**src/rtl/core_seq_ctrl_pkg.sv**
```systemverilog
// Shared definitions for the core sequencer: state encoding, halt codes,
// reset PC default and watchdog width.
package core_seq_ctrl_pkg;

  localparam int unsigned XLEN_DEF = 32;
  localparam int unsigned ILEN_DEF = 32;
  localparam logic [31:0] RESET_PC_DEF = 32'h8000_0000;
  localparam int unsigned WDOG_W = 8;
  localparam logic [WDOG_W-1:0] TIMEOUT_DEF = 8'd255;

  typedef enum logic [2:0] {
    ST_FETCH    = 3'd0,
    ST_WAIT_I   = 3'd1,
    ST_DECODE   = 3'd2,
    ST_EXEC     = 3'd3,
    ST_MEM_REQ  = 3'd4,
    ST_MEM_WAIT = 3'd5,
    ST_WB       = 3'd6,
    ST_HALT     = 3'd7
  } seq_state_t;

  typedef enum logic [1:0] {
    HALT_NONE    = 2'd0,
    HALT_EBREAK  = 2'd1,
    HALT_ILLEGAL = 2'd2,
    HALT_TIMEOUT = 2'd3
  } halt_code_t;

endpackage

```
**src/rtl/core_seq_wdog.sv**
```systemverilog
// Wait-cycle watchdog: counts consecutive cycles spent waiting on a memory
// handshake and flags the cycle that completes LIMIT waiting cycles.
module core_seq_wdog
  import core_seq_ctrl_pkg::*;
#(
  parameter logic [WDOG_W-1:0] LIMIT = TIMEOUT_DEF
) (
  input  logic clk,
  input  logic rst,
  input  logic clr,
  input  logic inc,
  output logic expire
);

  logic [WDOG_W-1:0] r_count;

  always_ff @(posedge clk) begin
    if (rst || clr) begin
      r_count <= '0;
    end else if (inc) begin
      r_count <= r_count + 1'b1;
    end
  end

  // r_count holds the waiting cycles already elapsed; this one is the LIMIT-th.
  assign expire = inc && (r_count == LIMIT - 1'b1);

endmodule

```
**src/rtl/core_seq_ctrl.sv**
```systemverilog
// Multi-cycle core sequencer: owns PC and instruction latch, drives the fetch
// and load/store handshakes, and gates writeback/retire to the WB state.
// Handshakes: a request valid rises on entering its state and stays high,
// with address stable, until the cycle its ready is sampled high.
module core_seq_ctrl
  import core_seq_ctrl_pkg::*;
#(
  parameter int unsigned       XLEN     = XLEN_DEF,
  parameter int unsigned       ILEN     = ILEN_DEF,
  parameter logic [XLEN-1:0]   RESET_PC = RESET_PC_DEF,
  parameter logic [WDOG_W-1:0] TIMEOUT  = TIMEOUT_DEF
) (
  input  logic            clk,
  input  logic            rst,
  output logic            ifu_req_valid,
  input  logic            ifu_req_ready,
  output logic [XLEN-1:0] ifu_addr,
  input  logic            ifu_rsp_valid,
  input  logic [ILEN-1:0] ifu_rsp_inst,
  output logic [ILEN-1:0] inst,
  input  logic            is_mem,
  input  logic            is_ebreak,
  input  logic            illegal,
  output logic            lsu_req_valid,
  input  logic            lsu_req_ready,
  input  logic            lsu_rsp_valid,
  input  logic [XLEN-1:0] next_pc,
  input  logic            rf_wr_req,
  output logic            rf_wr_en,
  output logic [XLEN-1:0] pc,
  output logic            retire,
  output logic            halted,
  output logic [1:0]      halt_code,
  output seq_state_t      dbg_state
);

  seq_state_t      r_state;
  logic [XLEN-1:0] r_pc;
  logic [ILEN-1:0] r_inst;
  logic            r_halted;
  halt_code_t      r_halt_code;

  logic w_awaited;
  logic w_wait_state;
  logic w_inc;
  logic w_expire;

  always_comb begin
    w_awaited    = 1'b1;
    w_wait_state = 1'b1;
    unique case (r_state)
      ST_FETCH:    w_awaited = ifu_req_ready;
      ST_WAIT_I:   w_awaited = ifu_rsp_valid;
      ST_MEM_REQ:  w_awaited = lsu_req_ready;
      ST_MEM_WAIT: w_awaited = lsu_rsp_valid;
      default:     w_wait_state = 1'b0;
    endcase
  end

  // Counter runs only while stalled; any progress or non-wait state clears it.
  assign w_inc = w_wait_state && !w_awaited;

  core_seq_wdog #(
    .LIMIT(TIMEOUT)
  ) u_wdog (
    .clk   (clk),
    .rst   (rst),
    .clr   (!w_inc),
    .inc   (w_inc),
    .expire(w_expire)
  );

  always_ff @(posedge clk) begin
    if (rst) begin
      r_state     <= ST_FETCH;
      r_pc        <= RESET_PC;
      r_inst      <= '0;
      r_halted    <= 1'b0;
      r_halt_code <= HALT_NONE;
    end else begin
      unique case (r_state)
        ST_FETCH: begin
          if (ifu_req_ready) begin
            r_state <= ST_WAIT_I;
          end else if (w_expire) begin
            r_state     <= ST_HALT;
            r_halted    <= 1'b1;
            r_halt_code <= HALT_TIMEOUT;
          end
        end
        ST_WAIT_I: begin
          if (ifu_rsp_valid) begin
            r_inst  <= ifu_rsp_inst;
            r_state <= ST_DECODE;
          end else if (w_expire) begin
            r_state     <= ST_HALT;
            r_halted    <= 1'b1;
            r_halt_code <= HALT_TIMEOUT;
          end
        end
        ST_DECODE: begin
          if (illegal) begin
            r_state     <= ST_HALT;
            r_halted    <= 1'b1;
            r_halt_code <= HALT_ILLEGAL;
          end else if (is_ebreak) begin
            r_state     <= ST_HALT;
            r_halted    <= 1'b1;
            r_halt_code <= HALT_EBREAK;
          end else begin
            r_state <= ST_EXEC;
          end
        end
        ST_EXEC: begin
          if (next_pc[1:0] != 2'b00) begin
            r_state     <= ST_HALT;
            r_halted    <= 1'b1;
            r_halt_code <= HALT_ILLEGAL;
          end else if (is_mem) begin
            r_state <= ST_MEM_REQ;
          end else begin
            r_state <= ST_WB;
          end
        end
        ST_MEM_REQ: begin
          if (lsu_req_ready) begin
            r_state <= ST_MEM_WAIT;
          end else if (w_expire) begin
            r_state     <= ST_HALT;
            r_halted    <= 1'b1;
            r_halt_code <= HALT_TIMEOUT;
          end
        end
        ST_MEM_WAIT: begin
          if (lsu_rsp_valid) begin
            r_state <= ST_WB;
          end else if (w_expire) begin
            r_state     <= ST_HALT;
            r_halted    <= 1'b1;
            r_halt_code <= HALT_TIMEOUT;
          end
        end
        ST_WB: begin
          r_pc    <= next_pc;
          r_state <= ST_FETCH;
        end
        ST_HALT: begin
          r_state <= ST_HALT;
        end
      endcase
    end
  end

  // Strobes are gated by rst so nothing is requested or committed in reset cycles.
  assign ifu_req_valid = (r_state == ST_FETCH) && !rst;
  assign lsu_req_valid = (r_state == ST_MEM_REQ) && !rst;
  assign rf_wr_en      = (r_state == ST_WB) && rf_wr_req && !rst;
  assign retire        = (r_state == ST_WB) && !rst;
  assign ifu_addr      = r_pc;
  assign pc            = r_pc;
  assign inst          = r_inst;
  assign halted        = r_halted;
  assign halt_code     = r_halt_code;
  assign dbg_state     = r_state;

endmodule

```
**config.mk**
```make
export PLATFORM = sky130hd
export DESIGN_NAME = core_seq_ctrl
export DESIGN_NICKNAME = d
export VERILOG_FILES = /design/src/rtl/core_seq_ctrl_pkg.sv /design/src/rtl/core_seq_wdog.sv /design/src/rtl/core_seq_ctrl.sv
export SDC_FILE = /design/constraint.sdc
export NUM_CORES = 1
export LEC_CHECK = 0
export ABC_AREA = 1
export CORE_MARGIN = 8
export CORE_UTILIZATION = 32
export CTS_CLUSTER_SIZE = 12
export DETAILED_ROUTE_END_ITERATION = 8
export PLACE_DENSITY_LB_ADDON = 0.1
export SYNTH_ARGS = -nofsm -noshare
export SYNTH_HDL_FRONTEND = slang
export SYNTH_HIERARCHICAL = 1
export SYNTH_SLANG_ARGS = --single-unit
```
**constraint.sdc**
```tcl
create_clock -name clk -period 3.6 [get_ports clk]
set_clock_uncertainty 0.05 [all_clocks]
set_input_delay 0.36 -clock clk [delete_from_list [all_inputs] [get_ports clk]]
set_output_delay 0.36 -clock clk [all_outputs]
set_load 0.005 [all_outputs]
```
**Word level (Yosys, flattened, before mapping)**

Index checks and enable logic that the tools add are counted.

- Register bits after elaboration: 78
- Output and inout bits: 106
- Word-level logic and storage cells: 68

- Add/sub/neg operators: 1
- Equal/unequal tests: 14
- Mux-type cells: 30
- Reductions and logical operators: 17

Operators with widths:

| cell | number |
|---|---|
| one-hot mux 3 bit (8 select lines) | 1 |
| two-way mux 3 bit | 7 |
| two-way mux 2 bit | 10 |
| == test 3 bit (second input constant) | 4 |
| one-hot mux 2 bit (6 select lines) | 1 |
| != test 2 bit (second input constant) | 5 |
| two-way mux 1 bit | 9 |
| adder 8 x 1 -> 8 bit (second input constant) | 1 |
| == test 8 bit (second input constant) | 1 |
| logical AND 1 bit | 7 |
| AND reduction 7 bit | 1 |
| == test 3 x 2 -> 1 bit (second input constant) | 2 |
| one-hot mux 1 bit (6 select lines) | 1 |
| nonzero test 6 bit | 1 |
| one-hot mux 1 bit (4 select lines) | 1 |
| OR reduction 4 bit | 1 |
| == test 3 x 1 -> 1 bit (second input constant) | 1 |
| logical NOT 1 bit | 3 |
| logical NOT 3 bit | 1 |
| != test 3 bit (second input constant) | 1 |
| AND reduction 2 bit | 1 |
| nonzero test 2 bit | 1 |
| logical OR 1 bit | 1 |

**Logic depth before layout (Yosys ltp)**

Gate-level depths: netlist of the first run.

- Depth after elaboration: 8
- Gate-level depth with buffers: 16
- Mapped depth without buffers: 14

**Hierarchy**

Netlist of the first run, hierarchy kept.

By module, submodules not included:

| module | times used | cells each | area an instance (µm²) |
|---|---|---|---|
| core_seq_ctrl | 1 | 410 | 2996.6 |
| core_seq_wdog | 1 | 52 | 394.1 |

**Worst setup path after synthesis of the first run**

No wires, ideal clock.

- Kind: register -> register
- From: register r_state[1], in the netlist dbg_state[1]
- To: register r_halt_code[0], in the netlist halt_code[0]
- Library setup time: 0.113 ns
- Arrival time: 2.054 ns
- Setup slack: 1.383 ns
- Stages on the path, launching flop included: 16
- Buffers on the path: 2
- Period minus slack after synthesis: 2.217 ns
- Cell sequence: dfxtp_1 > buf_4 > nor2_2 > nand3_1 > nand2_1 > nor3_1 > buf_4 > nand4_1 > nor3_1 > nor2_4 > clkinv_1 > o21ai_0 > nor2_1 > nand2_2 > nor2_1 > nor2_1

- Longest elaborated chain between the ends: 8
- Elaborated cells between the ends (all ways): 26
- Classes of those cells: 11 x eq/ne; 8 x mux; 7 x reduce/logical

Ends and longest elaborated chain:

| item | line | source |
|---|---|---|
| start, declared | core_seq_ctrl.sv:37 | `seq_state_t r_state;` |
| start signal, assigned | core_seq_ctrl.sv:75 | `r_state <= ST_FETCH;` |
| start signal, assigned | core_seq_ctrl.sv:84 | `r_state <= ST_WAIT_I;` |
| start signal, assigned | core_seq_ctrl.sv:86 | `r_state <= ST_HALT;` |
| == test 3 bit, or another cell as far along | core_seq_ctrl.sv:51 | `unique case (r_state)` |
| one-hot mux 1 bit (4 select lines) / OR reduction 4 bit (equally long branches) | n/a |  |
| logical NOT 1 bit / two-way mux 1 bit (equally long branches) | core_seq_ctrl.sv:61, core_seq_ctrl.sv:51 |  |
| logical AND 1 bit (*) | core_seq_ctrl.sv:61 | `assign w_inc = w_wait_state && !w_awaited;` |
| via w_inc | core_seq_ctrl.sv:45 | `logic w_inc;` |
| logical AND 1 bit (*) | core_seq_wdog.sv:26 | `assign expire = inc && (r_count == LIMIT - 1'b1);` |
| via w_expire | core_seq_ctrl.sv:46 | `logic w_expire;` |
| two-way mux 2 bit (*) | n/a |  |
| two-way mux 2 bit, on equally long branches | n/a |  |
| one-hot mux 2 bit (6 select lines) (*) | core_seq_ctrl.sv:81 | `unique case (r_state)` |
| end signal, assigned | core_seq_ctrl.sv:79 | `r_halt_code <= HALT_NONE;` |
| end signal, assigned | core_seq_ctrl.sv:88 | `r_halt_code <= HALT_TIMEOUT;` |
| end signal, assigned | core_seq_ctrl.sv:98 | `r_halt_code <= HALT_TIMEOUT;` |
| end, declared | core_seq_ctrl.sv:41 | `halt_code_t r_halt_code;` |

The timed path passes the listed nets; every way through them passes the cells marked *. The select of a mux whose other input is x is not followed.
A chain may end at the register's enable or synchronous reset.

**Final worst setup path of the first run**

- From: register r_state[1], in the netlist dbg_state[1]
- To: output rf_wr_en

- Longest elaborated chain between the ends: 3

Ends and longest elaborated chain:

| item | line | source |
|---|---|---|
| == test 3 bit | core_seq_ctrl.sv:157 | `assign rf_wr_en = (r_state == ST_WB) && rf_wr_req && !rst;` |
| logical AND 1 bit (2 in series) | core_seq_ctrl.sv:157 |  |
| end, declared | core_seq_ctrl.sv:29 | `output logic rf_wr_en,` |

No other way between the ends.

==> results.cfg, run 1 <==
[placed_design]
gp_congestion = 0.877
port_buffers = 179
hpwlAfterDp_mm = 7.89
placed_cells = 725
pre_cts_slack_ps = 972

[routing]
wl_per_cell_microns = 14.6
highest_layer = met4
routed-wl-met3_microns = 835
final_antenna_net_count = 0
drtIter0Drc = 200
via_per_inst = 4.52
drc = 0
routedLengthMet1_mm = 4.89
met2_length_mm = 5.04
drtPass1Iterations = 4
dr_total_vias = 3347
wirelength_mm = 10.8

[die]
core_sq_um = 10300
initial_utilization = 0.328
ios = 180
die_w_microns = 119
rows = 37
die_h_microns = 119
die_area_sq_um = 14100

[min_path]
hold_path.class = reg -> reg
hold_start = halted
holdPathStages = 2

[global_routing]
grt-ovfl-total = 0
grt_pass1_wl_mm = 17.2
grt_pass1_vias = 3302
globalRouteTotalUtil = 0.150
antenna_found_initial = 0
grt_max_degree = 68

[worst_setup_path]
worstSetupStartpoint = dbg_state[1]
crit_type = reg -> out
arrival_ps = 2500
r2r-start = dbg_state[1]
cp.required_ps = 3190
worstPathMaxFanout = 33
critPathCaptureType = output port
worst_r2r_path_depth = 15
start_kind = flop

[synth]
synth_area_leaders = dfxtp_1 (46%), nor2_1 (16%), o21ai_0 (9.7%)
seq_area_frac_synth = 0.461
synth_nets = 538
synthCells = 462
yosys_warnings = 6
avgSynthCellArea_sq_um = 7.34
yosysTopAreaCellShare = 0.461
synth_seq_cells = 78
synth_largest_area_cell = dfxtp_1
syn_area_sq_um = 3390
synth_cell_type_count = 27

[clock_network]
clk_pin_slew_ps = 80
cts_setup_buffers = 0
tritoncts = built
htree_num_levels = 3
numClockSinks = 78
clkLatencyLatePin_ps = 330
ctsHoldBuffers = 0
cts_made_buffers = 9
cts.path.max_buffers = 2
root_buffer = clkbuf_8
cts_resized = 0

[layout]
regArea_sq_um = 1560
layout_common_cells = clkdlybuf4s50_1 (179), nor2_1 (149), dfxtp_1 (78)
area_delta_synth_final_pct = 55.1
num-fill-cells = 999
final_common_cell = clkdlybuf4s50_1
final_cells = 741
nNetsFinal = 676
multi_input_area_sq_um = 1380
diodes = 0
drive_above_1_share = 0.0612

[timing]
fin_crit_ps = 2910
hold_violations = 0
tightest_slew_ps = 613
max_freq_mhz = 343
setup_viol = 0
slew_violations = 0
min_period_over_period = 0.809
grt_setup_unrepaired = no
finalWorstSetupSlack_ps = 686
slew_headroom = 0.591
setup_tns_ps = 0

[power_and_ir_drop]
p_comb_frac = 0.313
p_total_mw = 2.79
power.share.clock = 0.283
switching_share = 0.296
p_int_mw = 1.96
seqPwrFrac = 0.404
switching_power_mw = 0.826
peakVddDrop_mv = 0.310
powerDensity_nw_per_um2 = 530
leakage_nw = 2.09

[run_status]
status = complete, no violations

[flow_run]
drv_cap = 0
[Yosys cell counts, drive strengths merged]
master and instances:
nand4 4, clkbuf 8, inv 22, buf 48
nand2 37, dfxtp 78, ha 2, o21ai 69
a21oi 12, o211ai 1, nor4 1, nor3 6
nor2 155, or2 2, nand3 16, clkinv 1
[flip-flops by register name, indices dropped and copies added, names as in the netlist]
register	count
ifu_addr	32
inst	32
u_wdog/r_count	8
dbg_state	3
halt_code	2
halted	1
[per-layer routing]
layer  track usage  up-vias
li1              -     1714
met1         0.178     1515
met4        0.0427        0
met3        0.0576        6
met5             0        -
met2         0.245      112
[final timing paths]
kind,slack (ps),end
setup / recovery,690,rf_wr_en
hold / removal,420,halted
setup reg to reg,930,halt_code[1]
hold reg to reg,420,halted
[cell families (layout without fill, tap and decap cells)]
kind of cell,Yosys count,after routing,synth area share
buffers and inverters,79,222,0.132
flip-flops,78,78,0.461
AO/OA/AOI/OAI,82,82,0.122
AND/OR/NAND/NOR,221,221,0.278
adder cells (fa/ha/maj),2,2,0.00738
[power by group through the flow]
stage               Clock, mW  Sequential [mW]  Combinational, mW
floorplan                   0             1.12              0.440
global placement            0             1.14              0.879
detailed placement          0             1.15              0.882
CTS                     0.813             1.13              0.885
global route            0.861             1.15              0.977
finish                  0.791             1.13              0.873
[final cells by class]
type                       count  share of cell area
timing repair buffer         183               0.346
sequential                    78               0.297
multi-input combinational    305               0.262
tap                          136              0.0324
clock buffer                  11              0.0250
clock inverter                 5              0.0202
inverter                      23              0.0169
[critical path, cell delays in order (launching register included)]
cell and delay (ps):
dfxtp_1 680, inv_2 140, nor2_2 180, inv_2 70, nor2_4 90, buf_4 310, nand2_1 80, nor2_1 90
clkdlybuf4s50_1 510
[metrics by stage]
| step | area [sq um] | hold WS (ps) | utilization |
|---|---|---|---|
| finish | 5260 | 416 | 0.510 |
| global route | 5260 | 459 | 0.510 |
| CTS | 5260 | 411 | 0.510 |
| detailed placement | 5020 | 397 | 0.486 |
| global placement | 5020 | 397 | 0.486 |
| floorplan | 3390 | 387 | - |
Power figures use the tool's default switching activity.
==> run 2: changes to the inputs <==
Clock period 3.6 ns to 3.02 ns, I/O delays scaled along.
==> run 2 against run 1 <==
Effect of this change: count of clock-buffer cells in the layout is 1 lower; hold slack worse by 8.1 ps; utilization fell by 0.085 points; routed wire length grew 0.65%; die area unchanged; via count is 0.69% higher; power up 15%.
==> results.cfg, run 2 (synthesis results as in run 1) <==
[global_routing]
grt-ovfl-total = 0
grt_max_degree = 68
grt_pass1_vias = 3315
globalRouteTotalUtil = 0.149
grt_pass1_wl_mm = 17.3
antenna_found_initial = 0

[layout]
layout_common_cells = clkdlybuf4s50_1 (179), nor2_1 (149), dfxtp_1 (78)
final_common_cell = clkdlybuf4s50_1
nNetsFinal = 679
num-fill-cells = 1010
diodes = 0
final_cells = 744
multi_input_area_sq_um = 1380
area_delta_synth_final_pct = 54.9
drive_above_1_share = 0.0691
regArea_sq_um = 1560

[clock_network]
numClockSinks = 78
root_buffer = clkbuf_8
clk_pin_slew_ps = 80
htree_num_levels = 3
cts_setup_buffers = 0
clkLatencyLatePin_ps = 340
cts_resized = 0
cts.path.max_buffers = 2
tritoncts = built
ctsHoldBuffers = 0
cts_made_buffers = 9

[routing]
routed-wl-met3_microns = 740
highest_layer = met4
via_per_inst = 4.53
wl_per_cell_microns = 14.7
routedLengthMet1_mm = 4.83
dr_total_vias = 3370
drc = 0
wirelength_mm = 10.9
met2_length_mm = 5.26
drtPass1Iterations = 4
drtIter0Drc = 189
final_antenna_net_count = 0

[die]
initial_utilization = 0.328
die_area_sq_um = 14100
die_w_microns = 119
die_h_microns = 119
rows = 37
ios = 180
core_sq_um = 10300

[placed_design]
port_buffers = 179
pre_cts_slack_ps = 566
hpwlAfterDp_mm = 8.02
gp_congestion = 0.928
placed_cells = 728

[timing]
fin_crit_ps = 2420
slew_headroom = 0.596
grt_setup_unrepaired = no
setup_viol = 0
min_period_over_period = 0.802
hold_violations = 0
max_freq_mhz = 413
setup_tns_ps = 0
slew_violations = 0
tightest_slew_ps = 607
finalWorstSetupSlack_ps = 599

[power_and_ir_drop]
p_comb_frac = 0.338
seqPwrFrac = 0.411
leakage_nw = 2.09
switching_power_mw = 0.992
p_int_mw = 2.21
switching_share = 0.310
peakVddDrop_mv = 0.263
p_total_mw = 3.20
powerDensity_nw_per_um2 = 609
power.share.clock = 0.251

[flow_run]
drv_cap = 0

[worst_setup_path]
crit_type = reg -> reg
cp.required_ps = 3240
start_kind = flop
reg2reg_slack_ps = 600
arrival_ps = 2640
worstPathMaxFanout = 11
critPathCaptureType = flop

[min_path]
hold_path.class = reg -> reg

[run_status]
status = complete, no violations
run 2: cell count changes in the layout (fill, tap and decap cells not counted), sizes merged:
cell | previous run | this run
clkinv | 2 | 5
buf | 4 | 7
bufinv | 3 | 1
clkbuf | 11 | 10
run 2: cell type report:
cell class	count	share of cell area
Tap cell	136	0.0324
Clock buffer	10	0.0262
Multi-Input combinational cell	305	0.263
Timing Repair Buffer	186	0.351
Clock inverter	6	0.0131
Inverter	23	0.0169
Sequential cell	78	0.297
run 2: layer usage:
metal / track usage / vias up
met1: 0.179 / 1519
met5: 0 / -
met4: 0.0482 / 0
met3: 0.0430 / 8
li1: - / 1715
met2: 0.250 / 128
run 2: worst paths after layout:
kind / endpoint / from / cells past startpoint
max: halt_code[1] / dbg_state[2] / 14
min: halted / halted / 2
max reg2reg: halt_code[1] / dbg_state[2] / 14
min reg2reg: halted / halted / 2
run 2: stage by stage:
step                cell area (sq um)  hold slack (ps)  utilization
global route                     5250              441        0.509
floorplan                        3390              378            -
detailed placement               5040              400        0.489
finish                           5250              408        0.509
global placement                 5040              396        0.489
CTS                              5250              416        0.509
run 2: worst max-delay path, cell delays in order, from the launching register on:
cell and delay, ps:
dfxtp_1 630, inv_4 130, nand3_1 110, nand2_1 70, nor3_1 230, nand4_1 120
nor3_1 330, nor2_4 70, clkinv_1 80, o21ai_0 70, nor2_1 130, nand2_2 100
nand2_1 70, nand2_1 40, nor2_1 100
run 2: power groups by stage:
| stage | logic [mW] | clock network, mW | registers (mW) |
|---|---|---|---|
| 2_1_floorplan | 0.524 | 0 | 1.33 |
| 3_3_place_gp | 1.09 | 0 | 1.33 |
| 3_5_place_dp | 1.09 | 0 | 1.34 |
| 4_1_cts | 1.09 | 0.838 | 1.32 |
| 5_1_grt | 1.20 | 0.888 | 1.34 |
| 6_report | 1.08 | 0.802 | 1.32 |
